<file path="src/rtl/amstrad_mem_pkg.sv">
// amstrad_mem_pkg: shared tag type and slot constants for the SDRAM slot arbiter
package amstrad_mem_pkg;
    typedef enum logic [1:0] {TAG_NONE, TAG_VID, TAG_CPU} mem_tag_e;
    localparam logic [3:0] PH_VID = 4'd0;
    localparam logic [3:0] PH_CPU = 4'd8;
    localparam int FRAME_LEN = 16;
endpackage

</file>
<file path="src/rtl/mem_req_latch.sv">
// mem_req_latch: request capture with pending flag, edge-detect or strobe mode
module mem_req_latch #(
    parameter int ADDR_W = 23,
    parameter bit EDGE = 1'b1
) (
    input  logic              clk_sys,
    input  logic              reset,
    input  logic              req,
    input  logic              we_in,
    input  logic              en,
    input  logic              clr,
    input  logic [ADDR_W-1:0] addr,
    input  logic [1:0]        bank,
    input  logic [7:0]        din,
    output logic              pend,
    output logic              we,
    output logic [ADDR_W-1:0] addr_q,
    output logic [1:0]        bank_q,
    output logic [7:0]        din_q
);
    logic req_d;
    logic take;

    // edge mode ignores new edges while pending; strobe mode lets a new strobe overwrite
    assign take = en && req && (EDGE ? (!req_d && !pend) : 1'b1);

    // capture request fields; a fresh capture wins over a same-cycle clear
    always_ff @(posedge clk_sys) begin
        if (reset) begin
            req_d  <= 1'b0;
            pend   <= 1'b0;
            we     <= 1'b0;
            addr_q <= '0;
            bank_q <= '0;
            din_q  <= '0;
        end else begin
            req_d <= req;
            if (take) begin
                pend   <= 1'b1;
                we     <= we_in;
                addr_q <= addr;
                bank_q <= bank;
                din_q  <= din;
            end else if (clr) begin
                pend <= 1'b0;
            end
        end
    end
endmodule

</file>
<file path="src/rtl/sdram_slot_arbiter.sv">
// sdram_slot_arbiter: 16-cycle time-slot sharing of the SDRAM core between video, CPU and boot loader
module sdram_slot_arbiter
    import amstrad_mem_pkg::*;
#(
    parameter int ADDR_W = 23,
    parameter int RD_LAT = 5,
    parameter logic [6:0] VID_HI = 7'b1000000
) (
    input  logic              clk_sys,
    input  logic              reset,
    input  logic              clkref,
    input  logic              boot_mode,
    input  logic              boot_req,
    input  logic [ADDR_W-1:0] boot_addr,
    input  logic [1:0]        boot_bank,
    input  logic [7:0]        boot_din,
    output logic              boot_ack,
    input  logic              cpu_rd,
    input  logic              cpu_wr,
    input  logic [ADDR_W-1:0] cpu_addr,
    input  logic [1:0]        cpu_bank,
    input  logic [7:0]        cpu_din,
    output logic [7:0]        cpu_dout,
    output logic              cpu_ack,
    input  logic [15:0]       vid_addr,
    input  logic [1:0]        vid_bank,
    output logic [7:0]        vid_dout,
    output logic              vid_valid,
    output logic              sd_cmd_valid,
    output logic              sd_cmd_we,
    output logic [ADDR_W-1:0] sd_cmd_addr,
    output logic [1:0]        sd_cmd_bank,
    output logic [7:0]        sd_cmd_din,
    input  logic              sd_rd_valid,
    input  logic [7:0]        sd_rd_data
);
    generate
        if (RD_LAT < 1 || RD_LAT > 7) begin : g_bad_lat
            $error("sdram_slot_arbiter: RD_LAT must be 1..7");
        end
    endgenerate

    logic [3:0]        phase, phase_n, cnt;
    mem_tag_e          tag;
    logic              boot_pend, boot_we, cpu_pend, cpu_we;
    logic [ADDR_W-1:0] boot_a, cpu_a, cmd_addr_n;
    logic [1:0]        boot_b, cpu_b, cmd_bank_n;
    logic [7:0]        boot_d, cpu_d, cmd_din_n;
    logic              tmo, tag_free, vid_go, boot_go, cpu_go, rd_go, cmd_we_n;

    mem_req_latch #(.ADDR_W(ADDR_W), .EDGE(1'b0)) u_boot (
        .clk_sys(clk_sys), .reset(reset), .req(boot_req), .we_in(1'b1), .en(1'b1), .clr(boot_go),
        .addr(boot_addr), .bank(boot_bank), .din(boot_din),
        .pend(boot_pend), .we(boot_we), .addr_q(boot_a), .bank_q(boot_b), .din_q(boot_d)
    );

    mem_req_latch #(.ADDR_W(ADDR_W), .EDGE(1'b1)) u_cpu (
        .clk_sys(clk_sys), .reset(reset), .req(cpu_rd | cpu_wr), .we_in(cpu_wr), .en(!boot_mode), .clr(cpu_go),
        .addr(cpu_addr), .bank(cpu_bank), .din(cpu_din),
        .pend(cpu_pend), .we(cpu_we), .addr_q(cpu_a), .bank_q(cpu_b), .din_q(cpu_d)
    );

    // slot decisions are made against the phase of the next cycle so command outputs can be registered
    always_comb begin
        phase_n    = clkref ? 4'd0 : (phase == 4'(FRAME_LEN - 1) ? phase : phase + 4'd1);
        tmo        = tag != TAG_NONE && cnt == 4'(RD_LAT + 2);
        tag_free   = tag == TAG_NONE || sd_rd_valid || tmo;
        vid_go     = !sd_cmd_valid && phase_n == PH_VID && !boot_mode && tag_free;
        boot_go    = !sd_cmd_valid && phase_n == PH_CPU && boot_pend;
        cpu_go     = !sd_cmd_valid && phase_n == PH_CPU && !boot_pend && cpu_pend && !boot_mode && (cpu_we || tag_free);
        rd_go      = vid_go || (cpu_go && !cpu_we);
        cmd_we_n   = boot_go ? boot_we : (cpu_go && cpu_we);
        cmd_addr_n = vid_go ? ADDR_W'({VID_HI, vid_addr}) : boot_go ? boot_a : cpu_go ? cpu_a : '0;
        cmd_bank_n = vid_go ? vid_bank : boot_go ? boot_b : cpu_go ? cpu_b : 2'd0;
        cmd_din_n  = boot_go ? boot_d : (cpu_go && cpu_we) ? cpu_d : 8'd0;
    end

    // phase, read tag with timeout, command strobe and read-data steering
    always_ff @(posedge clk_sys) begin
        if (reset) begin
            phase        <= 4'd15;
            tag          <= TAG_NONE;
            cnt          <= 4'd0;
            sd_cmd_valid <= 1'b0;
            sd_cmd_we    <= 1'b0;
            sd_cmd_addr  <= '0;
            sd_cmd_bank  <= 2'd0;
            sd_cmd_din   <= 8'd0;
            boot_ack     <= 1'b0;
            cpu_ack      <= 1'b0;
            vid_valid    <= 1'b0;
            cpu_dout     <= 8'hFF;
            vid_dout     <= 8'hFF;
        end else begin
            phase        <= phase_n;
            tag          <= vid_go ? TAG_VID : (cpu_go && !cpu_we) ? TAG_CPU : tag_free ? TAG_NONE : tag;
            cnt          <= (rd_go || tag == TAG_NONE) ? 4'd0 : cnt + 4'd1;
            sd_cmd_valid <= vid_go || boot_go || cpu_go;
            sd_cmd_we    <= cmd_we_n;
            sd_cmd_addr  <= cmd_addr_n;
            sd_cmd_bank  <= cmd_bank_n;
            sd_cmd_din   <= cmd_din_n;
            boot_ack     <= boot_go;
            cpu_ack      <= (cpu_go && cpu_we) || (sd_rd_valid && tag == TAG_CPU);
            vid_valid    <= sd_rd_valid && tag == TAG_VID;
            cpu_dout     <= (sd_rd_valid && tag == TAG_CPU) ? sd_rd_data : cpu_dout;
            vid_dout     <= (sd_rd_valid && tag == TAG_VID) ? sd_rd_data : vid_dout;
        end
    end
endmodule

</file>
<file path="config.mk">
export PLATFORM = sky130hd
export DESIGN_NAME = sdram_slot_arbiter
export DESIGN_NICKNAME = d
export VERILOG_FILES = /design/src/rtl/amstrad_mem_pkg.sv /design/src/rtl/mem_req_latch.sv /design/src/rtl/sdram_slot_arbiter.sv
export SDC_FILE = /design/constraint.sdc
export NUM_CORES = 1
export LEC_CHECK = 0
export CAP_MARGIN = 25
export CORE_UTILIZATION = 53
export CTS_BUF_LIST = sky130_fd_sc_hd__clkbuf_2
export CTS_CLUSTER_SIZE = 24
export DETAILED_ROUTE_END_ITERATION = 8
export PLACE_DENSITY_LB_ADDON = 0.3
export SYNTH_ARGS = -nofsm -noshare
export SYNTH_HDL_FRONTEND = slang
export SYNTH_SLANG_ARGS = --single-unit
export TNS_END_PERCENT = 50
</file>
<file path="constraint.sdc">
create_clock -name clk_sys -period 4.3 [get_ports clk_sys]
set_clock_uncertainty 0.1 [all_clocks]
set_input_delay 0.86 -clock clk_sys [delete_from_list [all_inputs] [get_ports clk_sys]]
set_output_delay 0.86 -clock clk_sys [all_outputs]
set_load 0.005 [all_outputs]
</file>
==> results.cfg, run 1 <==
[outcome]
outcome = finished, final reports clean

[worst_setup_path]
critPathMaxStageDelay_ns = 0.67
crit_fanout = 22
path_buf_inv = 1
path_cells = ha_1 > nand3b_1 > a311oi_2 > buf_4 > a31oi_1 > nor4b_1
critPathTopFamily = simple AND/OR/NAND/NOR gates
path_class = reg2reg
start_kind = flop
cp_data_required_time_ns = 4.73
cp.arrival_ns = 3.23
critPathSlowestCell = nand3b_1
endpoint_kind = flop

[clocking]
ctsHoldBuffers = 0
cts_sinks = 135
cts_buffers = 17
clock_latency_ns = 0.68
htreeDepth = 4
cts_tree = yes
clk_pin_slew_ns = 0.21
post_cts.repair.setup_buffers = 0
clockBufferDepth = 2
cts_resized = 0
root_buffer = clkbuf_2

[sta]
whs_ns = 0.364
tns_ns = 0
period_share_pct = 65.1
max_freq_mhz = 357
final_max_slew_viol_count = 0
max_slew_margin_pct = 33.4
fin_crit_ns = 2.80
finalHoldViolCount = 0
worst_pin_slew_ns = 0.999
rsz0062_at_grt = false
setup_viol = 0

[die]
core_um2 = 9910
die_w_um = 104
boundaryPins = 154
initial_utilization_pct = 55.4
die_h_um = 104
dieArea_um2 = 10800
rows = 36

[synthesis]
yosysWarnings = 0
synth_most_common_cell = dfxtp_1
avgSynthCellArea_um2 = 8.94
synth.largest_area_cell = dfxtp_1
async_flop_share_pct = 0
synth.ff_latch_count = 135
synth-edff-count = 0
synth_area_um2 = 5490
yosys-top-cells-area = dfxtp_1 49%, nand2_1 7.2%, mux2i_1 6.2%
ys_seq_area_share_pct = 49.2
synth.top_cell.area_share_pct = 49.2
syn-num-nets = 716
synth_cells = 614
ys_types = 50
synthTopCellsByCount = 135 x dfxtp_1, 106 x nand2_1, 58 x a21oi_1
ys_dominant_reg_cell = dfxtp_1

[power_and_ir_drop]
p_int_w = 0.00166
seq_power_share_pct = 56.6
p_comb_share_pct = 15.6
netSwitchingFraction_pct = 30.4
clock_power_share_pct = 27.8
switchingPower_w = 0.000724
leakagePower_nw = 2.77
peakVddDrop_v = 0.000178
p_per_area_nw_per_um2 = 326

[global_route]
antenna_found_initial = 0
gr-total-overflow = 0
first_global_vias = 4974
grt.total_usage_pct = 27.8
grt_start_max_net_pins = 97
grt_pass1_wl_um = 24000

[layout]
drive_gt1_share_pct = 6.86
antenna_cells = 0
fillers = 748
nets = 847
synthToLayoutAreaGrowth_pct = 32.9

[detailed_routing]
routed_via_density = 5.76
detail_route.first_pass.iterations = 4
ant_nets = 0
post_drt_wl_per_cell_um = 16.6
drc_errors = 0
drt_iter0_drc = 318
wl_um = 14800
via_count = 5129

[placement]
place_congestion = 0.836
portBuffers = 153
dp_hpwl_um = 9940

[min_path]
hold_class = reg2reg

[job]
max_cap_viol_count = 0
[power by group through the flow]
stage	clock, W	combinational (W)	sequential [W]
CTS	0.000668	0.000363	0.00135
global route	0.000736	0.000403	0.00135
global placement	0	0.000348	0.00137
floorplan	0	0.000197	0.00136
finish	0.000661	0.000372	0.00135
detailed placement	0	0.000362	0.00137
[per-stage QoR]
stage,util [%],cell area (um2),setup WS (ns),std cells,power [W]
CTS,73.1,7250,1.51,888,0.00238
finish,73.6,7300,1.50,891,0.00238
detailed placement,71.1,7040,0.802,856,0.00173
global placement,71.1,7040,0.921,856,0.00171
floorplan,-,5490,2.15,614,0.00155
global route,73.6,7300,1.36,891,0.00249
[worst min-delay path: stages (launching register included)]
cell and delay, ns:
dfxtp_1 0.35, nand2_1 0.05, a21oi_1 0.05
[final timing paths]
kind                      to  depth (start not counted)  slack (ns)             from
min reg2reg  u_cpu.bank_q[0]                          2        0.36  u_cpu.bank_q[0]
min          u_cpu.bank_q[0]                          2        0.36  u_cpu.bank_q[0]
max                   cnt[3]                          6        1.50           cnt[0]
max reg2reg           cnt[3]                          6        1.50           cnt[0]
[sequential cells by signal (all words and copies together) (netlist names), 2 cells and up]
signal / count
u_cpu.din_q: 8
sd_cmd_addr: 23
sd_cmd_bank: 2
u_cpu.addr_q: 23
tag: 2
phase: 4
u_boot.bank_q: 2
u_boot.addr_q: 23
vid_dout: 8
sd_cmd_din: 8
u_cpu.bank_q: 2
u_boot.din_q: 8
cpu_dout: 8
cnt: 4
[per-layer routing]
metal / global-route usage, % / share of wire, % / vias up
met5: 0 / 0 / -
met4: 9.90 / 1.8 / 0
met3: 6.54 / 7.2 / 28
met2: 48.5 / 50 / 233
met1: 33.2 / 40 / 2436
li1: - / - / 2432
[cell usage in the layout, fill, tap and decap left out, drive strengths merged, types with 3 or more instances in the layout]
cell type,instances
nand2,106
a31oi,22
a21oi,58
nor4b,3
buf,11
nor4,3
inv,11
clkdlybuf4s50,151
clkbuf,18
a22oi,6
nor2,50
nand4,18
nor2b,3
or4bb,19
o211ai,22
and2,20
clkinv,6
mux2i,34
a22o,8
nand3,20
dfxtp,135
[layout make-up]
class	instances	area, um2	share of cell area (%)
inverter	4	15.0	0.206
sequential	135	2700	37.0
clock buffer	17	85.1	1.17
timing repair buffer	163	1630	22.3
multi-input combinational	424	2580	35.4
clock inverter	15	116	1.59
tap	133	166	2.28
[cell families (layout without fill, tap and decap cells)]
family | Yosys count | after routing | synth area share, %
AOI/OAI and AO/OA | 128 | 128 | 14.7
xor gates and xnor gates | 3 | 3 | 0.479
adders and majority gates | 2 | 2 | 0.456
buffers and inverters | 55 | 199 | 4.15
DFF | 135 | 135 | 49.2
muxes | 34 | 34 | 6.20
and+or+nand+nor | 257 | 257 | 24.7
Note: power is estimated with default switching activity, not from simulation.
==> run 2: changes to the inputs <==
--- a/config.mk
+++ b/config.mk
@@ -6,7 +6,7 @@
 export NUM_CORES = 1
 export LEC_CHECK = 0
 export CAP_MARGIN = 25
-export CORE_UTILIZATION = 53
+export CORE_UTILIZATION = 45
 export CTS_BUF_LIST = sky130_fd_sc_hd__clkbuf_2
 export CTS_CLUSTER_SIZE = 24
 export DETAILED_ROUTE_END_ITERATION = 8
==> constraint.sdc (replaced) <==
create_clock -name clk_sys -period 2.4 [get_ports clk_sys]
set_clock_uncertainty 0.1 [all_clocks]
set_input_delay 0.48 -clock clk_sys [delete_from_list [all_inputs] [get_ports clk_sys]]
set_output_delay 0.48 -clock clk_sys [all_outputs]
set_load 0.005 [all_outputs]
==> run 2 against run 1 <==
  * Clock power grew 130%
  * Combinational power increased by 86%
  * Final area up 3.1%
  * Final cell count up 2.9%
  * Count of clock-buffer cells in the layout rose by 1
  * Total power grew 93%
  * Utilization is 9.1 points lower
  * Critical path type unchanged
==> results.cfg, run 2 (synthesis results as in run 1) <==
[sta]
finalHoldViolCount = 0
max_freq_mhz = 444
setup_viol = 0
rsz0062_at_grt = false
fin_crit_ns = 2.25
tns_ns = 0
period_share_pct = 93.9
max_slew_margin_pct = 57.4
worst_pin_slew_ns = 0.638
layout_setup_ws_ns = 0.146
final_max_slew_viol_count = 0

[layout]
nets = 863
reg_top3 = sd_cmd_addr: 23 flops, u_boot.addr_q: 23 flops, u_cpu.addr_q: 23 flops
final-seq-area_um2 = 2700
multiInputGateArea_um2 = 2580
stdcell_count = 917
synthToLayoutAreaGrowth_pct = 37.1
antenna_cells = 0
drive_gt1_share_pct = 8.53
layout_common_cells = 151 x clkdlybuf4s50_1, 135 x dfxtp_1, 106 x nand2_1
layout_commonest_cell = clkdlybuf4s50_1
fillers = 960

[worst_setup_path]
start_kind = flop
r2r_start = phase[0]
r2r_slack_ns = 0.15
worstSetupStartpoint = phase[0]
endpoint_kind = flop
cp.arrival_ns = 2.76
crit_fanout = 12
r2r-end = sd_cmd_addr[4]
crit_end = sd_cmd_addr[4]
cp_data_required_time_ns = 2.91
rr_worst_depth = 6
path_class = reg2reg

[clocking]
clock_latency_ns = 0.68
clk_pin_slew_ns = 0.20
cts_resized = 0
cts_buffers = 17
clockBufferDepth = 2
ctsHoldBuffers = 0
root_buffer = clkbuf_2
cts_tree = yes
cts_sinks = 135
post_cts.repair.setup_buffers = 0
htreeDepth = 4

[global_route]
grt_pass1_wl_um = 23700
first_global_vias = 4898
gr-total-overflow = 0
grt.total_usage_pct = 23.8
grt_start_max_net_pins = 61
antenna_found_initial = 0

[power_and_ir_drop]
power.total_w = 0.00460
p_per_area_nw_per_um2 = 612
leakagePower_nw = 2.88
peakVddDrop_v = 0.000432

[detailed_routing]
drt_iter0_drc = 334
post_drt_wl_per_cell_um = 15.9
ant_nets = 0
wl_um = 14500
detail_route.first_pass.iterations = 5
routed_via_density = 5.51
drc_errors = 0
via_count = 5057

[outcome]
outcome = finished, final reports clean

[placement]
portBuffers = 153
placedCellCount = 885
dp_slack_ns = 0.0542
place_congestion = 0.837
dp_hpwl_um = 10400

[die]
core_um2 = 11700
die_w_um = 112
dieArea_um2 = 12600
die_h_um = 112
initial_utilization_pct = 47.1
boundaryPins = 154
rows = 39

[min_path]
hold_class = in2reg
min_from = reset

[job]
max_cap_viol_count = 0
==> run 2: changes by cell type in the layout (fill, tap and decap cells not counted) <==
cell       change
buf_12         +3
buf_16         -1
buf_4         +14
buf_6          +1
bufinv_16      +4
clkinv_1       +2
inv_6          -7
==> run 2: metrics by stage <==
stage               utilization [%]  instance area (um2)  hold slack [ns]
floorplan                         -                 5490            0.328
finish                         64.5                 7530            0.126
CTS                            64.5                 7520           0.0818
detailed placement             62.2                 7250            0.341
global route                   64.5                 7530           0.0709
global placement               62.2                 7250            0.339
==> run 2: area by class of cell <==
class                           instances  area share [%]
Inverter                                4           0.200
Sequential cell                       135            35.9
Timing Repair Buffer                  179            23.6
Tap cell                              143            2.38
Clock buffer                           18            1.20
Multi-Input combinational cell        424            34.3
Clock inverter                         14            2.43
==> run 2: worst min-delay path by stage <==
| stage | slack [ns] | to | cells after the start |
|---|---|---|---|
| 6_report | 0.13 | cpu_ack | 2 |
| 3_5_place_dp | 0.34 | sd_cmd_we | 1 |
| 4_1_cts | 0.08 | cpu_ack | 2 |
| 5_1_grt | 0.07 | u_boot.addr_q[18] | 2 |
| 3_3_place_gp | 0.34 | sd_cmd_we | 1 |
| 2_1_floorplan | 0.33 | sd_cmd_we | 1 |
==> run 2: critical path, cell delays in order (launching register included) <==
cell	delay, ns
dfxtp_1	0.54
ha_1	0.30
and3b_1	0.26
o211a_1	0.45
buf_4	0.26
o211ai_1	0.10
a21oi_1	0.18
==> run 2: power by group <==
part           total, W  internal [W]  switching [W]
clock network   0.00150      0.000679       0.000820
logic          0.000693      0.000358       0.000335
registers       0.00241       0.00234      0.0000688
total           0.00460       0.00338        0.00122
==> run 2: metal layers <==
layer | track usage [%] | up-vias | wire length (um)
met5 | 0 | - | 0
met2 | 40.9 | 217 | 7190
li1 | - | 2473 | -
met3 | 5.99 | 19 | 1110
met1 | 28.9 | 2348 | 6010
met4 | 8.27 | 0 | 238
